===== src/rtl/multicycle_ctrl.sv =====
// Multi-cycle RV32I control FSM: sequences FETCH/DECODE/EXEC/MEM/WB around a shared
// datapath, drives mux selects and write enables, counts retirements, traps on faults.
module multicycle_ctrl #(
    parameter int CNT_W   = 32,
    parameter int TIMEOUT = 255
) (
    input  logic             clk,
    input  logic             reset_n,
    input  logic [6:0]       opcode,
    input  logic             imem_ready,
    input  logic             dmem_ready,
    input  logic             branch_taken,
    output logic             imem_req,
    output logic             ir_we,
    output logic             dmem_req,
    output logic             dmem_we,
    output logic             alu_src_b,
    output logic             reg_we,
    output logic [1:0]       wb_sel,
    output logic             pc_we,
    output logic [1:0]       pc_sel,
    output logic             illegal,
    output logic             bus_err,
    output logic [2:0]       state_o,
    output logic [CNT_W-1:0] retired
);

    typedef enum logic [2:0] {
        S_FETCH  = 3'd0,
        S_DECODE = 3'd1,
        S_EXEC   = 3'd2,
        S_MEM    = 3'd3,
        S_WB     = 3'd4,
        S_TRAP   = 3'd5
    } state_t;

    typedef enum logic [2:0] {
        C_LOAD   = 3'd0,
        C_STORE  = 3'd1,
        C_BRANCH = 3'd2,
        C_OPIMM  = 3'd3,
        C_OP     = 3'd4,
        C_LUI    = 3'd5,
        C_JAL    = 3'd6,
        C_JALR   = 3'd7
    } cls_t;

    // The counter only ever needs to hold TIMEOUT-1: that value plus a low ready traps.
    localparam int                WAIT_W     = (TIMEOUT > 1) ? $clog2(TIMEOUT) : 1;
    localparam int                WAIT_LAST  = (TIMEOUT > 0) ? TIMEOUT - 1 : 0;
    localparam logic [WAIT_W-1:0] WAIT_LIMIT = WAIT_W'(WAIT_LAST);

    state_t              r_state;
    cls_t                r_cls;
    logic [WAIT_W-1:0]   r_wait;
    logic [CNT_W-1:0]    r_retired;
    logic                r_illegal;
    logic                r_bus_err;

    state_t              w_state_nxt;
    cls_t                w_cls_dec;
    logic                w_legal;
    logic                w_retire;
    logic                w_set_illegal;
    logic                w_set_bus_err;
    logic                w_wait_inc;
    logic                w_wait_expired;
    logic                w_src_imm;

    assign w_wait_expired = (TIMEOUT != 0) && (r_wait == WAIT_LIMIT);
    assign w_src_imm      = (r_cls != C_OP) && (r_cls != C_BRANCH);

    always_comb begin
        w_legal   = 1'b1;
        w_cls_dec = C_LOAD;
        case (opcode)
            7'b0000011: w_cls_dec = C_LOAD;
            7'b0100011: w_cls_dec = C_STORE;
            7'b1100011: w_cls_dec = C_BRANCH;
            7'b0010011: w_cls_dec = C_OPIMM;
            7'b0110011: w_cls_dec = C_OP;
            7'b0110111: w_cls_dec = C_LUI;
            7'b1101111: w_cls_dec = C_JAL;
            7'b1100111: w_cls_dec = C_JALR;
            default:    w_legal   = 1'b0;
        endcase
    end

    always_comb begin
        w_state_nxt   = r_state;
        w_retire      = 1'b0;
        w_set_illegal = 1'b0;
        w_set_bus_err = 1'b0;
        w_wait_inc    = 1'b0;
        imem_req      = 1'b0;
        ir_we         = 1'b0;
        dmem_req      = 1'b0;
        dmem_we       = 1'b0;
        alu_src_b     = 1'b0;
        reg_we        = 1'b0;
        wb_sel        = 2'd0;
        pc_we         = 1'b0;
        pc_sel        = 2'd0;

        case (r_state)
            S_FETCH: begin
                imem_req = 1'b1;
                if (imem_ready) begin
                    ir_we       = 1'b1;
                    w_state_nxt = S_DECODE;
                end else if (w_wait_expired) begin
                    w_set_bus_err = 1'b1;
                    w_state_nxt   = S_TRAP;
                end else begin
                    w_wait_inc = 1'b1;
                end
            end
            S_DECODE: begin
                if (w_legal) begin
                    w_state_nxt = S_EXEC;
                end else begin
                    w_set_illegal = 1'b1;
                    w_state_nxt   = S_TRAP;
                end
            end
            S_EXEC: begin
                alu_src_b = w_src_imm;
                case (r_cls)
                    C_BRANCH: begin
                        pc_we       = 1'b1;
                        pc_sel      = branch_taken ? 2'd1 : 2'd0;
                        w_retire    = 1'b1;
                        w_state_nxt = S_FETCH;
                    end
                    C_LOAD, C_STORE: w_state_nxt = S_MEM;
                    default:         w_state_nxt = S_WB;
                endcase
            end
            S_MEM: begin
                alu_src_b = w_src_imm;
                dmem_req  = 1'b1;
                dmem_we   = (r_cls == C_STORE);
                if (dmem_ready) begin
                    if (r_cls == C_STORE) begin
                        pc_we       = 1'b1;
                        w_retire    = 1'b1;
                        w_state_nxt = S_FETCH;
                    end else begin
                        w_state_nxt = S_WB;
                    end
                end else if (w_wait_expired) begin
                    w_set_bus_err = 1'b1;
                    w_state_nxt   = S_TRAP;
                end else begin
                    w_wait_inc = 1'b1;
                end
            end
            S_WB: begin
                alu_src_b   = w_src_imm;
                reg_we      = 1'b1;
                pc_we       = 1'b1;
                w_retire    = 1'b1;
                w_state_nxt = S_FETCH;
                case (r_cls)
                    C_LOAD: wb_sel = 2'd1;
                    C_LUI:  wb_sel = 2'd3;
                    C_JAL: begin
                        wb_sel = 2'd2;
                        pc_sel = 2'd1;
                    end
                    C_JALR: begin
                        wb_sel = 2'd2;
                        pc_sel = 2'd2;
                    end
                    default: wb_sel = 2'd0;
                endcase
            end
            S_TRAP:  w_state_nxt = S_TRAP;
            default: w_state_nxt = S_TRAP;
        endcase

        // Outputs are held quiet for the whole time reset is asserted, not just after the edge.
        if (!reset_n) begin
            imem_req  = 1'b0;
            ir_we     = 1'b0;
            dmem_req  = 1'b0;
            dmem_we   = 1'b0;
            alu_src_b = 1'b0;
            reg_we    = 1'b0;
            wb_sel    = 2'd0;
            pc_we     = 1'b0;
            pc_sel    = 2'd0;
        end
    end

    always_ff @(posedge clk or negedge reset_n) begin
        if (!reset_n) begin
            r_state   <= S_FETCH;
            r_cls     <= C_LOAD;
            r_wait    <= '0;
            r_retired <= '0;
            r_illegal <= 1'b0;
            r_bus_err <= 1'b0;
        end else begin
            r_state <= w_state_nxt;
            if (r_state == S_DECODE) begin
                r_cls <= w_cls_dec;
            end
            if (w_set_illegal) begin
                r_illegal <= 1'b1;
            end
            if (w_set_bus_err) begin
                r_bus_err <= 1'b1;
            end
            if (w_retire) begin
                r_retired <= r_retired + CNT_W'(1);
            end
            // Any state change restarts the wait count, covering entry to FETCH and MEM.
            if (w_state_nxt != r_state) begin
                r_wait <= '0;
            end else if (w_wait_inc) begin
                r_wait <= r_wait + WAIT_W'(1);
            end
        end
    end

    assign state_o = r_state;
    assign retired = r_retired;
    assign illegal = r_illegal;
    assign bus_err = r_bus_err;

endmodule


===== config.mk =====
export PLATFORM = sky130hd
export DESIGN_NAME = multicycle_ctrl
export DESIGN_NICKNAME = d
export VERILOG_FILES = /design/src/rtl/multicycle_ctrl.sv
export SDC_FILE = /design/constraint.sdc
export NUM_CORES = 1
export LEC_CHECK = 0
export ABC_AREA = 1
export CORE_ASPECT_RATIO = 1.2
export CORE_UTILIZATION = 40
export DETAILED_ROUTE_END_ITERATION = 6
export PLACE_DENSITY = 0.75
export SLEW_MARGIN = 10
export SYNTH_ARGS = -nofsm -noshare
export SYNTH_HDL_FRONTEND = slang
export SYNTH_SLANG_ARGS = --single-unit

===== constraint.sdc =====
create_clock -name clk -period 2.1 [get_ports clk]
set_input_delay 0.42 -clock clk [delete_from_list [all_inputs] [get_ports clk]]
set_output_delay 0.42 -clock clk [all_outputs]
set_load 0.03 [all_outputs]

==> results.yml <==
min_path:
  hold_class: "primary input to asynchronous set/reset pin"
synth:
  synth-adder-area-share_pct: 1.20
  yosysSeqAreaShare_pct: 38.3
  synth.cell_area_um2: 3130
  ys.flop_type: "dfrtp_1"
  yosys-top-cells-area: "dfrtp_1 (38%), nand2_1 (14%), nor2_1 (6.6%)"
  synth-edff-count: 0
  yosys.area.top_type_share_pct: 38.3
  netlist_instances: 424
  async_reset_ff_share_pct: 100
  synth.distinct_cells: 31
  synth-warning-count: 0
  ys_ff_latch: 48
  syn_avg_cell_area_um2: 7.39
  synth-xor-area-share_pct: 8.94
  yosys.area.top_type: "dfrtp_1"
  synth.most_common_cell: "nand2_1"
  synth-compound-area-share_pct: 4.95
  synth_top_family_by_area: "simple AND/OR/NAND/NOR gates"
  syn-num-nets: 439
  synth-simple-area-share_pct: 38.7
  synth_mux_area_share_pct: 0
  yosys-top-cells-count: "nand2_1 (117), nor2_1 (55), inv_1 (49)"
power_and_ir_drop:
  p_int_w: 0.00131
  vdd_drop_max_mv: 0.231
  p_switching_w: 0.000378
  seq_power_share_pct: 54.8
  p_leak_nw: 1.74
  combPwrFrac_pct: 3.5
  clock_power_share_pct: 41.6
  swShare_pct: 22.4
  power.density_nw_per_um2: 422
cells_and_area:
  multi_input_area_um2: 1710
  diodes: 0
  fillers: 777
  drive_above_1_share_pct: 14.9
  area_delta_synth_final_pct: 27.3
  seqCellArea_um2: 1200
  layout.nets: 510
  final_cells: 588
  fin_util_pct: 52.4
run_status:
  status: "finished clean"
drt:
  vias_per_cell: 5.03
  drtIter0Drc: 161
  vias: 2955
  dr.pass1.iters: 4
  drc: 0
  routed_wl_mm: 7.64
  ant_nets: 0
  wire_per_inst_um: 13.0
sta:
  post-route-period-util_pct: 94.6
  setup_viol: 0
  fmax_mhz: 503
  worstMarginPinSlew_ps: 579
  setup_ws_ps: 113
  setup_tns_ps: 0
  slew_headroom_pct: 61.4
  final_hold_viol_count: 0
  final-max-slew-violation-count: 0
  skew_ps: 10.6
  period_minus_slack_ps: 1990
floorplan:
  fp.dieW_um: 82.8
  io_pins: 60
  num_rows: 35
  die_area_um2: 8190
  start_util_pct: 41.1
  core_um2: 7620
  die_h_um: 99.0
clocking:
  cts_buffers: 5
  cts_tree: "yes"
  clk_pin_slew_worst_paths_ps: 100
  root_buffer: "clkbuf_8"
  cts.sinks: 48
  clkLatencyLatePin_ps: 310
  htreeDepth: 2
  clockBufferDepth: 2
critical_path:
  crit_chain: "nor2_2 > nand4_1 > nand2_2 > inv_1 > nor2_2 > buf_6"
  end_kind: "output pin"
  path_max_fanout: 8
  crit_required_ps: 1680
  cp-start-kind: "flop"
  path_buf_inv: 2
  critPathMostFrequentCell: "nor2_2"
  cp.arrival_ps: 1570
  critical_path_class: "flop to output pin"
  cp_top_family: "simple AND/OR/NAND/NOR gates"
  slowest_delay_ps: 470
  cp_slowest_cell: "dfrtp_1"
placed_design:
  post-place-ws_ps: 49.1
  dpl.hpwl_mm: 6.00
  numPortBuffers: 59
  placedCellCount: 576
  place.gp.congestion: 0.951
global_routing:
  grt_pass1_vias: 2872
  antenna_found_initial: 0
  grt_max_degree: 46
  gr-total-overflow: 0
  grt_pass1_wl_mm: 12.8
  track_usage_pct: 19.2
job:
  drv_cap: 0
==> kinds of logic (layout without fill, tap and decap cells) <==
family / count (synthesis) / count (layout)
XOR/XNOR: 32 / 32
buffers and inverters: 59 / 131
AO/OA/AOI/OAI: 28 / 28
AND/OR/NAND/NOR: 254 / 254
flip-flops: 48 / 48
adder cells (fa/ha/maj): 3 / 3
==> area by class of cell <==
type                    instances  area share [%]
clock buffers                   5            1.72
clock inverters                 3            1.19
inverters                      54            5.20
multi-input cells             317            42.8
flip-flops and latches         48            30.2
well taps                      92            2.88
repair buffers                 69            16.0
==> power groups by stage <==
stage          sequential [W]  clock (W)  combinational (W)
2_1_floorplan        0.000942          0          0.0000126
3_3_place_gp         0.000942          0          0.0000577
3_5_place_dp         0.000942          0          0.0000600
4_1_cts              0.000924   0.000721          0.0000617
5_1_grt              0.000924   0.000753          0.0000687
6_report             0.000923   0.000701          0.0000597
==> routing by layer <==
layer	global-route usage, %	part of all wire [%]	vias up
li1	-	-	1477
met4	6.90	2.1	0
met3	3.35	3.4	13
met5	0	0	-
met1	20.9	41	1397
met2	37.1	54	68
==> flip-flops by register name (all words and copies together), names as in the netlist <==
signal,count
retired,32
state_o,3
bus_err,1
r_cls,3
r_wait,8
illegal,1
==> through the flow <==
| step | hold WS [ps] | power [W] | instance area (um^2) |
|---|---|---|---|
| after floorplan | 124 | 0.000955 | 3140 |
| after global placement | 241 | 0.00100 | 3820 |
| after detailed placement | 243 | 0.00100 | 3820 |
| after CTS | 260 | 0.00171 | 3950 |
| after global routing | 302 | 0.00175 | 3990 |
| final | 255 | 0.00168 | 3990 |
==> worst paths after layout <==
kind / from / to / slack [ps] / cells past startpoint
hold reg to reg: bus_err / bus_err / 490 / 1
max in group asynchronous: reset_n / state_o[0] / 1420 / 2
min in group clk: bus_err / bus_err / 490 / 1
hold / removal: reset_n / retired[24] / 250 / 2
setup / recovery: r_cls[2] / pc_we / 110 / 6
setup reg to reg: state_o[2] / r_wait[3] / 360 / 9
==> what timing repair did <==
item,in CTS,in global routing
pin swaps,0,1
hold buffers,1,0
setup buffers,0,3
endpoints found under the setup margin,2,6
gates cloned,0,0
endpoints found under the hold margin,3,0
gates resized for setup,1,9
==> cell usage in the layout (no fill, tap or decap), types with 5 or more instances in the layout <==
cell / count
nor2_4: 8
buf_4: 19
o21ai_0: 18
clkdlybuf4s50_1: 47
inv_1: 49
xor2_1: 21
nor2_2: 6
nand2_2: 13
nand4_1: 11
nand3_1: 21
nor3_1: 16
clkbuf_8: 5
nor2_1: 53
nand2_1: 115
dfrtp_1: 45
xnor2_1: 11
Note: power is estimated with default switching activity, not from simulation.
==> RTL edit 1 (same settings) <==
Encoding of `cls_t`: now one-hot (8 bits for 8 values).
--- a/src/rtl/multicycle_ctrl.sv
+++ b/src/rtl/multicycle_ctrl.sv
@@ -34,15 +34,15 @@
         S_TRAP   = 3'd5
     } state_t;
 
-    typedef enum logic [2:0] {
-        C_LOAD   = 3'd0,
-        C_STORE  = 3'd1,
-        C_BRANCH = 3'd2,
-        C_OPIMM  = 3'd3,
-        C_OP     = 3'd4,
-        C_LUI    = 3'd5,
-        C_JAL    = 3'd6,
-        C_JALR   = 3'd7
+    typedef enum logic [7:0] {
+        C_LOAD   = 8'b00000001,
+        C_STORE  = 8'b00000010,
+        C_BRANCH = 8'b00000100,
+        C_OPIMM  = 8'b00001000,
+        C_OP     = 8'b00010000,
+        C_LUI    = 8'b00100000,
+        C_JAL    = 8'b01000000,
+        C_JALR   = 8'b10000000
     } cls_t;
 
     // The counter only ever needs to hold TIMEOUT-1: that value plus a low ready traps.
Behaviour: no difference found for any inputs over 10 cycles, from zero or initial values and one cycle with reset_n low; not proved beyond that.
==> RTL edit 1 against the unedited design <==
- area after synthesis rose by 2.3%
- highest routed layer unchanged
- cell area rose by 9.2%
- sequential cell count rose by 5
- sequential power rose by 11%
- worst setup slack got worse by 0.11 ns
- critical path type unchanged
- wire length rose by 7.3%
- total power rose by 6.0%
==> RTL edit 1: results (changes against the unedited design) <==
First-pass GRT wire length: 13,860 um (+8.6%)
Ranking of synthesized cells by area: dfrtp_1 (41%), nand2_1 (11%), inv_1 (7.4%)
Asr flop ratio synth: 100.0% (unchanged)
RD Place Congestion: 0.8641 (-9.2%)
Share of cells above drive strength 1: 21.86% (+6.9 points)
Final WL: 8198 um (+7.3%)
Gr usage total: 20.10% (+0.87 points)
Syn avg cell area: 7.578 sq um (+2.5%)
Synth unique cells: 35 (+13%)
Crit-path max FO: 5 (-3)
Routed vias/inst: 5.079 (+1.1%)
Sequential area share after synthesis: 41.41% (+3.1 points)
Nets: 531 (+4.1%)
Placed Cells: 580 (+0.69%)
Slew HR: 56.13% (-5.3 points)
Largest net degree at the start of global routing: 54 (+17%)
Setup Skew: 0.007131 ns (-0.003500 ns)
DR iter-0 viols: 101 (-37%)
Synth cell count leaders: nand2_1 (92), inv_1 (63), nor2_1 (58), dfrtp_1 (52), nand3_1 (28)
CP arrival: 1.68 ns (+0.11 ns)
Filler cells: 726 (-6.6%)
Worst vdd rail ir drop: 0.0003220 V (+40%)
Placed Area: 3948 sq um (+3.4%)
Port buffer count: 59 (unchanged)
Vias in the first global route: 3,181 (+11%)
HPWL Detailed: 5845 um (-2.6%)
Status: complete, no violations
Vias: 3,093 (+4.7%)
Synth Net Count: 438 (-0.23%)
Register area: 1331 sq um (+10%)
-- RTL edit 1: changes by cell type after synthesis, sizes merged, moves of 3 or more --
cell / unedited run / this run
buf: 5 / 2
dfrtp: 48 / 52
xnor2: 11 / 16
nor3: 19 / 13
nand2: 129 / 99
nand3: 22 / 34
inv: 54 / 67
-- RTL edit 1: cell families (layout without fill, tap and decap cells) --
| family | Yosys count | after routing | share of synthesized area [%] |
|---|---|---|---|
| simple gates | 234 | 234 | 34.19 |
| buf+inv | 69 | 163 | 8.353 |
| flops | 53 | 53 | 41.41 |
| xor+xnor | 36 | 36 | 9.836 |
| compound gates | 28 | 28 | 5.036 |
| fa+ha+maj | 3 | 3 | 1.171 |
-- RTL edit 1: layout make-up --
cell class,count,area share (%)
flip-flops and latches,53,30.56
multi-input cells,301,39.78
repair buffers,88,18.52
clock buffers,6,1.666
well taps,92,2.642
clock inverters,2,0.8903
inverters,67,5.945
-- RTL edit 1: path summary, 6_finish.rpt --
check,startpoint,to,slack [ns],cells past startpoint
setup / recovery,state_o[2],pc_sel[0],0.004,7
hold / removal,reset_n,retired[13],0.29,2
setup reg to reg,state_o[2],retired[30],0.17,12
hold reg to reg,bus_err,bus_err,0.48,1
max in group asynchronous,reset_n,state_o[0],1.34,2
min in group clk,bus_err,bus_err,0.48,1
-- RTL edit 1: where the power goes --
| group | total (mW) | leakage [nW] | internal (mW) | switching [mW] |
|---|---|---|---|---|
| combinational | 0.0670 | 1.37 | 0.0251 | 0.0419 |
| clock | 0.699 | 0.0554 | 0.358 | 0.341 |
| sequential | 1.02 | 0.621 | 1.02 | 0 |
-- RTL edit 1: metrics by stage --
step / setup TNS (ns) / power, mW / setup WS, ns
final: 0 / 1.786 / 0.003578
after global routing: -0.4363 / 1.851 / -0.1183
after CTS: -0.07234 / 1.809 / -0.06184
after detailed placement: -0.1434 / 1.107 / -0.02319
after global placement: 0 / 1.105 / 0.03065
after floorplan: -0.006796 / 1.055 / -0.006796
-- RTL edit 1: repair_timing --
action	in CTS	in global routing
pin swaps	8	10
cloned	0	0
endpoints found under the setup margin	6	8
resized for setup	24	23
setup buffers	13	8
-- RTL edit 1: worst max-delay path, stage by stage, from the launching register on --
cell and delay, ns:
dfrtp_1 0.44, inv_4 0.11, nand3_2 0.14, nor3_4 0.22, buf_4 0.13, nand2_1 0.05, a21oi_2 0.14, buf_6 0.14
-- RTL edit 1: routing by layer --
metal  track usage [%]  vias to the layer above  part of all wire [%]
li1                  -                     1520                     -
met1             22.60                     1473                    42
met2             39.46                       80                    53
met3             2.220                       20                   3.1
met4             6.258                        0                   2.2
met5                 0                        -                     0
==> RTL edit 2 (same flow settings) <==
Without the edit above. Change the parameter `TIMEOUT` from 255 to 510.
--- a/src/rtl/multicycle_ctrl.sv
+++ b/src/rtl/multicycle_ctrl.sv
@@ -2,7 +2,7 @@
 // datapath, drives mux selects and write enables, counts retirements, traps on faults.
 module multicycle_ctrl #(
     parameter int CNT_W   = 32,
-    parameter int TIMEOUT = 255
+    parameter int TIMEOUT = 510
 ) (
     input  logic             clk,
     input  logic             reset_n,
Function: same outputs for any inputs over 10 cycles, from zero or initial values and one cycle with reset_n low; that may be too few to reach the edited logic, so the function may still have changed.
==> RTL edit 2 against the unedited design <==
- the run now ends with setup timing left
- wire length grew 0.94%
- cell area grew 2.0%
- combinational power shrank 3%
- clock power is essentially flat
- sequential cell count grew 1
- maximum frequency shrank 5.5%
- worst setup slack lost 0.12 ns
- area after synthesis shrank 0.68%
- final cell count grew 0.51%
- sequential power grew 2.2%
- critical path type unchanged
- total power grew 1.0%
- global-route usage grew 1.1 points
- first-iteration DRC count shrank 8.1%
==> RTL edit 2: results (changes against the unedited design) <==
Status: finished, violations left
Failing checks: setup timing
RD Place Congestion: 0.9384 (-1.4%)
CP arrival: 1.68 ns (+0.11 ns)
Nets: 515 (+0.98%)
Critical path origin: state_o[1]
First-pass GRT wire length: 12,860 um (+0.81%)
Leak: 1.802 nW (+3.7%)
R2R Setup Slk: 0.28 ns (-0.08 ns)
Vias in the first global route: 2,795 (-2.7%)
Pre-CTS setup slack: 0.00001332 ns (-0.04909 ns)
Filler cells: 706 (-9.1%)
Reg2Reg Launch Point: state_o[0]
Placed Area: 3876 sq um (+1.5%)
Synth unique cells: 30 (-3.2%)
Largest net degree at the start of global routing: 50 (+8.7%)
Synth cell count leaders: nand2_1 (119), nor2_1 (62), dfrtp_1 (49), inv_1 (45), xor2_1 (31)
Slew HR: 58.25% (-3.1 points)
Final WL: 7709 um (+0.94%)
Synth Net Count: 438 (-0.23%)
R2R cell count: 12 (+3)
Setup WS post-layout: -0.003237 ns (-0.1166 ns)
Final setup vio count: 1 (+1)
Worst vdd rail ir drop: 0.0002649 V (+15%)
Ranking of synthesized cells by area: dfrtp_1 (39%), nand2_1 (14%), xor2_1 (8.7%)
Gr usage total: 20.35% (+1.1 points)
Total Neg Setup Slack: -0.003237 ns (-0.003237 ns)
R2R Path End: r_wait[4]
Crit-path max FO: 5 (-3)
## RTL edit 2: how the worst min path moves through the flow
stage	start	endpoint	slack (ns)	cells past startpoint
floorplan	reset_n	bus_err	0.12	0
global placement	bus_err	bus_err	0.47	1
detailed placement	bus_err	bus_err	0.47	1
CTS	reset_n	retired[19]	0.25	2
global route	reset_n	retired[7]	0.28	2
finish	reset_n	retired[7]	0.22	2
## RTL edit 2: report_power, final
part / switching [mW] / internal, mW / leakage [nW]
registers: 0 / 0.943 / 0.620
clock network: 0.313 / 0.389 / 0.0585
logic: 0.0355 / 0.0224 / 1.12
total: 0.348 / 1.35 / 1.80
## RTL edit 2: layout make-up
type	count	area share, %
multi-input cells	323	43.19
flip-flops and latches	49	30.22
repair buffers	73	16.48
inverters	48	4.488
well taps	90	2.767
clock buffers	7	2.121
clock inverters	1	0.7378
## RTL edit 2: per-stage QoR
step                total power, mW  util, %  instances
detailed placement            1.021    52.37        576
finish                        1.702    54.99        591
floorplan                    0.9736        -        423
global placement              1.019    52.37        576
global route                  1.769    54.99        591
CTS                           1.717    54.56        588
## RTL edit 2: repair_timing
item                       4_1_cts  5_1_grt
gates resized for setup          5        2
setup endpoints to repair        3        4
buffers inserted                 4        3
pin swaps                        4        2
## RTL edit 2: routing by layer
metal | track usage [%] | share of wire (%) | up-vias
met5 | 0 | 0 | -
met2 | 32.10 | 49 | 70
met3 | 2.963 | 3.7 | 18
met1 | 27.74 | 44 | 1402
li1 | - | - | 1504
met4 | 8.223 | 2.9 | 0
## RTL edit 2: logic make-up after synthesis
group / after synthesis / share of synthesized area (%)
DFF: 49 / 39.39
adders and majority gates: 3 / 1.206
AOI/OAI and AO/OA: 25 / 4.421
and+or+nand+nor: 256 / 37.54
buffers and inverters: 51 / 6.471
xor gates and xnor gates: 39 / 10.97
## RTL edit 2: worst max-delay path, stage by stage (launching register included)
cell	delay [ns]
dfrtp_2	0.43
buf_6	0.14
inv_1	0.12
nor2_4	0.05
nand2_2	0.09
nor2_4	0.05
nor2_2	0.15
nand2_4	0.06
inv_2	0.07
nor2_1	0.04
buf_4	0.18
